**src/rtl/phase_calc_seq.sv**
```systemverilog
// Per-transducer phase calculator: table lookup, squared distance, iterative
// integer square root and power-of-two phase wrap, one channel at a time.

module phase_calc_seq_ch #(
  parameter int PHASE_BIT_SIZE = 9
) (
  input  logic                      clk,
  input  logic                      nReset,
  input  logic                      we,
  input  logic [PHASE_BIT_SIZE-1:0] nxt_phase,
  input  logic                      nxt_en,
  output logic [PHASE_BIT_SIZE-1:0] phase,
  output logic                      en
);
  always_ff @(posedge clk or negedge nReset) begin
    if (!nReset) begin
      phase <= '0;
      en    <= 1'b0;
    end else if (we) begin
      phase <= nxt_phase;
      en    <= nxt_en;
    end
  end
endmodule

module phase_calc_seq #(
  parameter int NUM_CHANNELS   = 50,
  parameter int POS_BIT_SIZE   = 12,
  parameter int PHASE_BIT_SIZE = 9,
  parameter int K_NUM          = 6114,
  parameter int K_SHIFT        = 10
) (
  input  logic                                         clk,
  input  logic                                         nReset,
  input  logic                                         cfgWe,
  input  logic [$clog2(NUM_CHANNELS)-1:0]              cfgAddr,
  input  logic [POS_BIT_SIZE-1:0]                      cfgX,
  input  logic [POS_BIT_SIZE-1:0]                      cfgZ,
  input  logic [PHASE_BIT_SIZE-1:0]                    cfgOffset,
  input  logic [POS_BIT_SIZE-1:0]                      x,
  input  logic [POS_BIT_SIZE-1:0]                      y,
  input  logic [POS_BIT_SIZE-1:0]                      z,
  input  logic [POS_BIT_SIZE-1:0]                      halfHeight,
  input  logic [2*POS_BIT_SIZE+3:0]                    xzRadiusSquared,
  input  logic                                         top,
  input  logic                                         mirrorX,
  input  logic                                         invert,
  input  logic                                         start,
  input  logic                                         cycleStart,
  output logic                                         busy,
  output logic                                         done,
  output logic [NUM_CHANNELS-1:0][PHASE_BIT_SIZE-1:0]  phase,
  output logic [NUM_CHANNELS-1:0]                      phaseEnabled
);
  localparam int P    = POS_BIT_SIZE;
  localparam int PH   = PHASE_BIT_SIZE;
  localparam int DW   = P + 1;
  localparam int SW   = 2*P + 4;
  localparam int RW   = P + 2;
  localparam int RMW  = RW + 6;
  localparam int AW   = $clog2(NUM_CHANNELS);
  localparam int CNTW = $clog2(RW);
  localparam int PW   = RW + 32;
  localparam logic [PH-1:0] HALF = PH'(2**(PH-1));

  typedef enum logic [2:0] {S_IDLE, S_DIFF, S_SQRT, S_SCALE, S_WRITE, S_FIN} state_t;

  typedef struct packed {
    logic [P-1:0]  x;
    logic [P-1:0]  y;
    logic [P-1:0]  z;
    logic [P-1:0]  hh;
    logic [SW-1:0] r2;
    logic          top;
    logic          mirror;
    logic          invert;
  } focal_t;

  state_t state, state_nxt;
  focal_t f;

  logic [AW-1:0]         ch;
  logic [CNTW-1:0]       cnt;
  logic [SW-1:0]         sum_xz, rad;
  logic signed [RMW-1:0] rem;
  logic [RW-1:0]         root;
  logic [PH-1:0]         p;

  logic accept, diff_en, sqrt_en, scale_en, wr_en, fin, last_ch, sqrt_last, addr_ok;

  // Coordinate/calibration table: no reset so it maps onto RAM.
  logic [P-1:0]  tbl_x   [NUM_CHANNELS];
  logic [P-1:0]  tbl_z   [NUM_CHANNELS];
  logic [PH-1:0] tbl_off [NUM_CHANNELS];

  assign addr_ok = {1'b0, cfgAddr} < (AW+1)'(NUM_CHANNELS);

  always_ff @(posedge clk) begin
    if (cfgWe && state == S_IDLE && addr_ok) begin
      tbl_x[cfgAddr]   <= cfgX;
      tbl_z[cfgAddr]   <= cfgZ;
      tbl_off[cfgAddr] <= cfgOffset;
    end
  end

  always_ff @(posedge clk or negedge nReset) begin
    if (!nReset) state <= S_IDLE;
    else         state <= state_nxt;
  end

  assign last_ch   = ch == AW'(NUM_CHANNELS-1);
  assign sqrt_last = cnt == CNTW'(RW-1);

  always_comb begin
    state_nxt = state;
    case (state)
      S_IDLE:  if (start) state_nxt = S_DIFF;
      S_DIFF:  state_nxt = S_SQRT;
      S_SQRT:  if (sqrt_last) state_nxt = S_SCALE;
      S_SCALE: state_nxt = S_WRITE;
      S_WRITE: state_nxt = last_ch ? S_FIN : S_DIFF;
      S_FIN:   state_nxt = S_IDLE;
      default: state_nxt = S_IDLE;
    endcase
  end

  always_comb begin
    accept   = 1'b0;
    diff_en  = 1'b0;
    sqrt_en  = 1'b0;
    scale_en = 1'b0;
    wr_en    = 1'b0;
    fin      = 1'b0;
    case (state)
      S_IDLE:  accept   = start;
      S_DIFF:  diff_en  = 1'b1;
      S_SQRT:  sqrt_en  = 1'b1;
      S_SCALE: scale_en = 1'b1;
      S_WRITE: wr_en    = 1'b1;
      S_FIN:   fin      = 1'b1;
      default: ;
    endcase
  end

  // Squared distance from the transducer to the latched focal point.
  logic signed [DW-1:0]   tx, tz, hh, dx, dy, dz;
  logic signed [2*DW-1:0] dx2, dy2, dz2;
  logic [SW-1:0]          sum_xz_c, sum_c;

  always_comb begin
    tx       = {tbl_x[ch][P-1], tbl_x[ch]};
    tz       = {tbl_z[ch][P-1], tbl_z[ch]};
    hh       = {f.hh[P-1], f.hh};
    dx       = {f.x[P-1], f.x} - (f.mirror ? -tx : tx);
    dy       = {f.y[P-1], f.y} - (f.top ? -hh : hh);
    dz       = {f.z[P-1], f.z} - tz;
    dx2      = dx * dx;
    dy2      = dy * dy;
    dz2      = dz * dz;
    sum_xz_c = SW'($unsigned(dx2)) + SW'($unsigned(dz2));
    sum_c    = sum_xz_c + SW'($unsigned(dy2));
  end

  // Non-restoring root step: the sign of the new remainder is the next bit.
  logic signed [RMW-1:0] rem_sh, rem_n;
  logic [RW-1:0]         root_n;

  always_comb begin
    rem_sh = (rem <<< 2) | RMW'(rad[SW-1:SW-2]);
    if (rem[RMW-1]) rem_n = rem_sh + RMW'({root, 2'b11});
    else            rem_n = rem_sh - RMW'({root, 2'b01});
    root_n = {root[RW-2:0], ~rem_n[RMW-1]};
  end

  logic [PW-1:0] prod;
  logic [PH-1:0] p_c;
  logic          en_c;

  always_comb begin
    prod = PW'(root) * PW'(K_NUM);
    p_c  = tbl_off[ch] - PH'(prod >> K_SHIFT) + (f.invert ? HALF : '0);
    en_c = sum_xz < f.r2;
  end

  always_ff @(posedge clk or negedge nReset) begin
    if (!nReset) begin
      f      <= '0;
      ch     <= '0;
      cnt    <= '0;
      sum_xz <= '0;
      rad    <= '0;
      rem    <= '0;
      root   <= '0;
      p      <= '0;
    end else begin
      if (accept) begin
        f  <= {x, y, z, halfHeight, xzRadiusSquared, top, mirrorX, invert};
        ch <= '0;
      end
      if (diff_en) begin
        sum_xz <= sum_xz_c;
        rad    <= sum_c;
        rem    <= '0;
        root   <= '0;
        cnt    <= '0;
      end
      if (sqrt_en) begin
        rad  <= rad << 2;
        rem  <= rem_n;
        root <= root_n;
        cnt  <= cnt + 1'b1;
      end
      if (scale_en) p <= p_c;
      if (wr_en && !last_ch) ch <= ch + 1'b1;
    end
  end

  assign busy = state != S_IDLE;

  // cycleStart outranks the completion pulse.
  always_ff @(posedge clk or negedge nReset) begin
    if (!nReset)         done <= 1'b0;
    else if (cycleStart) done <= 1'b0;
    else if (fin)        done <= 1'b1;
    else if (accept)     done <= 1'b0;
  end

  for (genvar g = 0; g < NUM_CHANNELS; g++) begin : g_ch
    phase_calc_seq_ch #(.PHASE_BIT_SIZE(PH)) u_ch (
      .clk       (clk),
      .nReset    (nReset),
      .we        (wr_en && ch == AW'(g)),
      .nxt_phase (p),
      .nxt_en    (en_c),
      .phase     (phase[g]),
      .en        (phaseEnabled[g])
    );
  end
endmodule

```
**config.mk**
```make
export PLATFORM = sky130hd
export DESIGN_NAME = phase_calc_seq
export DESIGN_NICKNAME = d
export VERILOG_FILES = /design/src/rtl/phase_calc_seq.sv
export SDC_FILE = /design/constraint.sdc
export NUM_CORES = 2
export LEC_CHECK = 0
export ABC_AREA = 0
export CAP_MARGIN = 20
export CORE_UTILIZATION = 39
export CTS_CLUSTER_DIAMETER = 60
export DETAILED_ROUTE_END_ITERATION = 8
export PLACE_DENSITY = 0.54
export REMOVE_ABC_BUFFERS = 1
export SYNTH_ARGS = -nofsm -noshare
export SYNTH_HDL_FRONTEND = slang
export SYNTH_HIERARCHICAL = 1
export SYNTH_SLANG_ARGS = --single-unit
export TNS_END_PERCENT = 30
```
**constraint.sdc**
```tcl
create_clock -name clk -period 14.6 [get_ports clk]
set_input_delay 2.92 -clock clk [delete_from_list [all_inputs] [get_ports clk]]
set_output_delay 2.92 -clock clk [all_outputs]
set_load 0.005 [all_outputs]
```
==> impl_metrics.tcl <==
set metrics [dict create \
    io_buffer_count 624 \
    syn2layout_area_growth_pct 18.1 \
    period_minus_slack_ns 13.57 \
    htreeDepth 5 \
    ant_nets 0 \
    hpwl_mm 212 \
    r2r-start "ch[1]" \
    vias_per_cell 5.29 \
    regToRegSetupSlack_ns 1.03 \
    synthArstFlopShare 0.295 \
    cpMostUsedCell "a21oi_1" \
    drc_errors 0 \
    cp-end-kind "flop" \
    clock_path_buffers 4 \
    postSynthCellCount 7326 \
    drtIter0Drc 5183 \
    drive_gt1_frac 0.217 \
    dieArea_sq_mm 0.301 \
    clockRootBuffer "clkbuf_16" \
    die_w_microns 549 \
    hp-class "reg2reg" \
    start_util 0.393 \
    cp_max_fo 44 \
    clk_latency_ns 0.92 \
    cp.required_ns 15.31 \
    grt_usage 0.216 \
    synth_edf_count 1650 \
    post_synth.cell_area_avg_sq_um 15.9 \
    die_h_microns 549 \
    max_freq_mhz 73.7 \
    ys_top_cells_by_count "1650 x edfxtp_1, 690 x dfrtp_1, 660 x inv_1" \
    firstDrtPassIters 5 \
    ys_types 86 \
    arrival_ns 14.29 \
    hold_viol 0 \
    max_stage_delay_ns 0.86 \
    cts_tree "done" \
    cts-hold-fix-buffers 0 \
    worstHoldStart "sum_xz[0]" \
    cap_violations 0 \
    grt_max_degree 167 \
    yosysSeqAreaShare 0.572 \
    netlist_area_sq_mm 0.117 \
    gp_congestion 0.833 \
    grt_pass1_vias 68700 \
    tns_ns 0 \
    synth.area.top_cells "edfxtp_1 42%, dfrtp_1 15%, mux4_2 9.7%" \
    crit_start "ch[1]" \
    io_pins 625 \
    fin_crit_sh 0.930 \
    crit_path_start_kind "flop" \
    cpMaxStageDelayCell "dfrtp_4" \
    max-slew-margin-rel 0.235 \
    status "finished, final reports clean" \
    crit_end "rad[27]" \
    worst_pin_slew_ns 1.14 \
    synth_seq_cells 2340 \
    clk_pin_slew_ns 0.06 \
    skew_ns 0.101 \
    synth_warnings 6 \
    rsz0062_at_grt "no" \
    antenna_found_initial 26 \
    avgRoutedWirePerCell_microns 26.5 \
    cts_buffers 273 \
    synth_most_common_cell "edfxtp_1" \
    nets 9213 \
    synth_top_area_cell "edfxtp_1" \
    drv_slew 0 \
    hold_depth 2 \
    num_vias 65300 \
    yosysTopAreaCellShare 0.425 \
    coreArea_sq_mm 0.297 \
    r2r_cells 50 \
    path_class "reg2reg" \
    cts_sinks 2340 \
    reg2reg_to "rad[27]" \
    num_rows 200 \
    grt_pass1_wl_mm 478 \
    overflow 0 \
    synthFlopType "edfxtp_1" \
    wirelength_mm 327 \
    finalSetupViolCount 0 \
]
logic make-up after synthesis:
| logic type | count (synthesis) | share of synthesized area |
|---|---|---|
| compound gates | 643 | 0.0346 |
| xor+xnor | 231 | 0.0175 |
| fa+ha+maj | 895 | 0.127 |
| buf+inv | 953 | 0.0349 |
| flops | 2340 | 0.572 |
| mux | 1102 | 0.170 |
| other cells | 1 | 0.0000321 |
| simple gates | 1161 | 0.0430 |
area by class of cell:
type	instances	area, sq um
Antenna cell	7	17.5
Clock buffer	347	7460
Clock inverter	131	1470
Fill cell	25600	159000
Inverter	675	2530
Multi-Input combinational cell	4035	46300
Sequential cell	2340	66800
Tap cell	3939	4930
Timing Repair Buffer	870	8350
sequential cells by signal (all words and copies together), names as in the netlist, 19 cells and up:
register         flops
tbl_off            450
g_ch.u_ch/phase    450
f                   79
g_ch.u_ch/en        50
tbl_z              600
rem                 19
rad                 28
tbl_x              600
sum_xz              27
worst min path at each step:
stage	slack, ns	to
floorplan	0.44	sum_xz[0]
global placement	0.46	sum_xz[0]
detailed placement	0.47	sum_xz[0]
CTS	0.48	sum_xz[0]
global route	0.50	sum_xz[0]
finish	0.47	sum_xz[0]
worst max-delay path: cells and delay by family (launching register included):
| kind | cells | cell delay, ns |
|---|---|---|
| multiplexers | 2 | 0.89 |
| AO/OA/AOI/OAI | 17 | 4.16 |
| XOR/XNOR | 4 | 0.63 |
| adder cells (fa/ha/maj) | 10 | 3.86 |
| buffers and inverters | 6 | 1.05 |
| AND/OR/NAND/NOR | 11 | 1.88 |
| flip-flops | 1 | 0.86 |
per-layer routing:
layer | vias up | wire [microns] | global-route usage
li1 | 28500 | - | -
met1 | 34400 | 139000 | 0.292
met2 | 1954 | 158000 | 0.357
met3 | 444 | 19400 | 0.0371
met4 | 10 | 9700 | 0.0659
met5 | - | 74 | 0
metrics by stage:
step	instance area (sq um)	util	hold slack, ns	instances	worst slack [ns]
final	138000	0.464	0.473	12300	1.03
after global routing	138000	0.464	0.500	12300	0.0570
after CTS	138000	0.463	0.478	12300	0.514
after detailed placement	129000	0.433	0.466	11800	0.601
after global placement	129000	0.433	0.463	11800	0.904
after floorplan	115000	-	0.437	7050	-13.80
timing repair:
item / 4_1_cts / 5_1_grt
gates resized for setup: 0 / 2
buffers inserted: 0 / 4
endpoints found under the setup margin: 0 / 7
cells in the final DEF, fill, tap and decap left out, types with 72 or more instances in the layout:
master,netlist,final
o21ai_0,191,191
edfxtp_1,1650,1650
ha_1,413,413
fa_1,482,482
clkbuf_16,0,278
dfrtp_1,690,675
xor2_1,72,72
nand2_1,527,526
a21oi_1,154,153
nor2_1,355,300
xnor2_1,157,156
mux4_2,504,504
inv_1,660,660
clkdlybuf4s50_1,0,620
buf_4,7,217
mux2_4,500,500
Power is left out: the tool's default activity adds up to more than one toggle a clock period on the data nets, which glitch-free logic cannot reach.
